$ cat src/rtl/pixel_frame_ctrl.sv
// Frame sequencer for the pixel array: erase, expose, Gray-coded conversion, then row-by-row readout.
// All array controls are registered; they are decoded from the next state so they line up with the state register.
module pixel_frame_ctrl #(
   parameter int ERASE_CYCLES  = 5,
   parameter int EXPOSE_CYCLES = 255,
   parameter int CNT_W         = 8,
   parameter int N_ROWS        = 2,
   parameter int N_COLS        = 2,
   parameter int ROW_W         = (N_ROWS > 1) ? $clog2(N_ROWS) : 1
) (
   input  logic             clk,
   input  logic             reset,
   input  logic             start,
   input  logic             continuous,
   output logic             erase,
   output logic             expose,
   output logic             convert,
   output logic [CNT_W-1:0] cnt_gray,
   output logic             read,
   output logic [ROW_W-1:0] row_pointer,
   output logic             busy,
   output logic             frame_done
);

   localparam int CONV_CYCLES = 2 ** CNT_W;

   function automatic int max2(input int a, input int b);
      return (a > b) ? a : b;
   endfunction

   // The shared phase counter must reach the longest phase, including the full conversion ramp.
   localparam int PH_MAX = max2(max2(ERASE_CYCLES, EXPOSE_CYCLES), max2(CONV_CYCLES, N_COLS));
   localparam int PH_W   = (PH_MAX > 1) ? $clog2(PH_MAX) : 1;

   localparam logic [PH_W-1:0]  ERASE_LAST  = PH_W'(ERASE_CYCLES - 1);
   localparam logic [PH_W-1:0]  EXPOSE_LAST = PH_W'(EXPOSE_CYCLES - 1);
   localparam logic [PH_W-1:0]  CONV_LAST   = PH_W'(CONV_CYCLES - 1);
   localparam logic [PH_W-1:0]  COL_LAST    = PH_W'(N_COLS - 1);
   localparam logic [ROW_W-1:0] ROW_LAST    = ROW_W'(N_ROWS - 1);

   typedef enum logic [2:0] {
      S_IDLE      = 3'd0,
      S_ERASE     = 3'd1,
      S_EXPOSE    = 3'd2,
      S_CONVERT   = 3'd3,
      S_ROW_SETUP = 3'd4,
      S_ROW_READ  = 3'd5,
      S_DONE      = 3'd6
   } state_t;

   state_t          state;
   state_t          next_state;
   logic [PH_W-1:0] phase_cnt;
   logic [PH_W-1:0] phase_nxt;

   logic             erase_d;
   logic             expose_d;
   logic             convert_d;
   logic [CNT_W-1:0] cnt_gray_d;
   logic [CNT_W-1:0] conv_b;
   logic             read_d;
   logic [ROW_W-1:0] row_d;
   logic             busy_d;
   logic             frame_done_d;

   // State, phase counter and all outputs share one register stage.
   always_ff @(posedge clk) begin
      if (!reset) begin
         state       <= S_IDLE;
         phase_cnt   <= '0;
         erase       <= 1'b0;
         expose      <= 1'b0;
         convert     <= 1'b0;
         cnt_gray    <= '0;
         read        <= 1'b0;
         row_pointer <= '0;
         busy        <= 1'b0;
         frame_done  <= 1'b0;
      end else begin
         state       <= next_state;
         phase_cnt   <= phase_nxt;
         erase       <= erase_d;
         expose      <= expose_d;
         convert     <= convert_d;
         cnt_gray    <= cnt_gray_d;
         read        <= read_d;
         row_pointer <= row_d;
         busy        <= busy_d;
         frame_done  <= frame_done_d;
      end
   end

   always_comb begin
      next_state = state;
      case (state)
         S_IDLE:      if (start) next_state = S_ERASE;
         S_ERASE:     if (phase_cnt == ERASE_LAST) next_state = S_EXPOSE;
         S_EXPOSE:    if (phase_cnt == EXPOSE_LAST) next_state = S_CONVERT;
         S_CONVERT:   if (phase_cnt == CONV_LAST) next_state = S_ROW_SETUP;
         S_ROW_SETUP: next_state = S_ROW_READ;
         S_ROW_READ: begin
            if (phase_cnt == COL_LAST) begin
               next_state = (row_pointer == ROW_LAST) ? S_DONE : S_ROW_SETUP;
            end
         end
         S_DONE:      next_state = continuous ? S_ERASE : S_IDLE;
         default:     next_state = S_IDLE;
      endcase
      // Every state lasts at least one cycle, so a state change always marks a fresh entry.
      phase_nxt = (next_state != state) ? '0 : phase_cnt + PH_W'(1);
   end

   always_comb begin
      erase_d      = 1'b0;
      expose_d     = 1'b0;
      convert_d    = 1'b0;
      cnt_gray_d   = '0;
      read_d       = 1'b0;
      row_d        = '0;
      busy_d       = (next_state != S_IDLE);
      frame_done_d = 1'b0;
      conv_b       = phase_nxt[CNT_W-1:0];
      case (next_state)
         S_ERASE:   erase_d  = 1'b1;
         S_EXPOSE:  expose_d = 1'b1;
         S_CONVERT: begin
            convert_d  = 1'b1;
            cnt_gray_d = conv_b ^ (conv_b >> 1);
         end
         // First row after conversion starts at 0; each later setup advances one row.
         S_ROW_SETUP: row_d = (state == S_ROW_READ) ? row_pointer + ROW_W'(1) : '0;
         S_ROW_READ: begin
            read_d = 1'b1;
            row_d  = row_pointer;
         end
         S_DONE:    frame_done_d = 1'b1;
         default:   ;
      endcase
   end

endmodule

$ cat config.mk
export PLATFORM = sky130hd
export DESIGN_NAME = pixel_frame_ctrl
export DESIGN_NICKNAME = d
export VERILOG_FILES = /design/src/rtl/pixel_frame_ctrl.sv
export SDC_FILE = /design/constraint.sdc
export NUM_CORES = 1
export LEC_CHECK = 0
export CAP_MARGIN = 0
export CORE_MARGIN = 2
export CORE_UTILIZATION = 30
export CTS_CLUSTER_SIZE = 28
export DETAILED_ROUTE_END_ITERATION = 7
export PLACE_DENSITY_LB_ADDON = 0.15
export SYNTH_ARGS = -nofsm -noshare
export SYNTH_HDL_FRONTEND = slang
export SYNTH_SLANG_ARGS = --single-unit
export TNS_END_PERCENT = 50
$ cat constraint.sdc
create_clock -name clk -period 2.8 [get_ports clk]
set_clock_uncertainty 0.2 [all_clocks]
set_input_delay 0.84 -clock clk [delete_from_list [all_inputs] [get_ports clk]]
set_output_delay 0.84 -clock clk [all_outputs]
set_load 0.05 [all_outputs]
==> results.md <==
* Initial Util at 31.8%
* Via count at 1063
* DRC viols at 0
* Cells after synthesis at 151
* CTS buffer count at 3
* DP Wirelength at 2.04 mm
* P&R area growth vs syn at 19.7%
* CTS tree: done
* Post-synthesis sequential area ratio at 40.3%
* Row count at 23
* CP Capture Type: output port
* CP Buf/Inv Count at 1
* Synth cell types at 38
* Critical Path RT at 1.76 ns
* Final core occ at 38.1%
* Global-route wire length before repair at 5.03 mm
* Crit path time final at 2.52 ns
* VDD IR-drop max at 0.210 mV
* Root buffer selected by CTS: clkbuf_8
* Die Height at 69.6 microns
* Filler instances at 408
* Final std cells w/o fill at 216
* Worst Tran Pin Value at 0.499 ns
* Min-Delay Path Class: reg -> reg
* Tcrit/Tclk final at 89.8%
* Worst-path cell chain: clkdlybuf4s50_1
* Mean post-synth cell area at 8.55 sq um
* Mapped Area at 0.00129 sq mm
* R2R Setup Slk at 0.43 ns
* TritonCTS sink count at 26
* Rel. slew slack at 66.6%
* Synthesized Nets at 159
* Synth top area share at 40.3%
* DRT Wirelength at 2.76 mm
* Final setup TNS at 0 ns
* Unrepaired setup endpoints after global routing: false
* Yosys top cell by area: dfxtp_1
* Drt first pass iters at 4
* Post-route cell area at 0.00155 sq mm
* Hold WS at 0.345 ns
* Fin. Hold Viols at 0
* Grt total ovfl at 0
* Total power at 680 uW
* Crit path max fanout at 4
* Crit Path Class: reg -> out
* Final weighted congestion in routability-driven placement at 0.810
* Worst setup margin at 0.285 ns
* Clock Latency Late Sink at 0.27 ns
* Overall Global Routing Usage at 12.7%
* Synth top area cells: dfxtp_1 (40%), nor2_1 (7.6%), xnor2_1 (5.4%)
* MaxCap Viol Count at 0
* Achievable Freq at 398 MHz
* Placed cells at 212
* Worst path max stage delay at 0.82 ns
* Final-report max-slew violation count at 0
* Starting DRT DRC Count at 51
* Antenna-violating nets left at 0
* Worst path arrival time at 1.48 ns
* Hold-fix buffers at CTS at 0
* Io pins at 19
* Startpoint Class: flip-flop
* Layout cell share with drive strength beyond 1 at 6.63%
* Initial antenna violation count at 0
* Largest net degree at the start of global routing at 15
* CTS Buffer Depth at 2
* Die W at 69.6 microns
* Post_cts resized at 0
* Full die area at 0.00484 sq mm
* H-tree levels at 1
* #FFs+latches synth at 26
* Post-synth EDFFs at 0
* Syn. warnings at 0
* Post-synth top flop: dfxtp_1
* ANT cells at 0
* Slowest cell on the critical path: clkdlybuf4s50_1
* Clock-pin transition on the worst setup and hold timing paths at 0.08 ns
* Leakage at 0.531 nW
* Ys async rst share at 0%
* Top delay family on crit path: buffers and inverters
* Vias in the first global route at 1101
* NumNets Final at 175
* Outcome: completed
* Area after DPL at 0.00149 sq mm
* Dpl ws at 0.0124 ns
* Final count of negative-setup-slack endpoints at 0
* CORE AREA at 0.00406 sq mm
* DR vias/cell at 4.92
* WL/cell at 12.8 microns
* Port Buffers at 18
* PwrDens at 440 mW/mm^2
* Setup Fix Bufs, Post-CTS at 0
## per-layer routing
| layer | global-route usage (%) | routed length [microns] |
|---|---|---|
| met1 | 16.3 | 1330 |
| met2 | 21.2 | 1300 |
| met3 | 3.92 | 107 |
| met4 | 2.61 | 19 |
| met5 | 0 | 0 |
## sequential cells by signal, indices dropped and copies added (netlist names)
register and flops:
phase_cnt 8, cnt_gray 8, busy 1, convert 1, state 3, erase 1, read 1, row_pointer 1
frame_done 1, expose 1
## synthesized netlist by cell type (2+ instances only)
master,n
dfxtp_1,26
nor2_1,26
nand2_1,10
xnor2_1,8
a21oi_1,7
o21ai_0,7
inv_1,6
nand3_1,6
buf_2,5
xor2_1,5
ha_1,4
o21a_1,4
buf_6,3
nand2b_1,3
nand4_1,3
clkbuf_1,2
nand3b_1,2
nand4b_1,2
nor2b_1,2
o211ai_1,2
## path summary, 6_finish.rpt
kind / from / endpoint / cells after the start
max: row_pointer / row_pointer / 1
min: row_pointer / row_pointer / 2
max reg2reg: phase_cnt[0] / cnt_gray[6] / 6
min reg2reg: row_pointer / row_pointer / 2
## cell type report
type / instances / area, sq um / share of cell area (%)
well taps: 50 / 62.6 / 4.05
multi-input cells: 109 / 682 / 44.1
inverters: 6 / 22.5 / 1.46
flip-flops and latches: 26 / 520 / 33.7
clock buffers: 4 / 55.1 / 3.56
repair buffers: 21 / 203 / 13.1
## power breakdown
group          internal (mW)  switching (mW)  total (mW)
sequential             0.376          0.0105       0.386
combinational         0.0252          0.0320      0.0572
clock                  0.126           0.111       0.237
## cells by family (layout without fill, tap and decap cells)
| logic type | Yosys count | in the layout | synth area share, % |
|---|---|---|---|
| flip-flops | 26 | 26 | 40.3 |
| AO/OA/AOI/OAI | 28 | 28 | 14.0 |
| XOR/XNOR | 13 | 13 | 8.82 |
| AND/OR/NAND/NOR | 64 | 64 | 26.2 |
| adder cells (fa/ha/maj) | 4 | 4 | 3.88 |
| buffers and inverters | 16 | 31 | 6.88 |
## placed cells by master (no fill, tap or decap), drive strengths merged, types with 4 or more instances in the layout
cell type	n
a21oi	7
xnor2	8
clkdlybuf4s50	18
ha	4
o21ai	8
clkbuf	4
o21a	4
nand2	10
dfxtp	26
inv	6
nand3	6
nor2	26
xor2	5
Power figures use the tool's default switching activity.
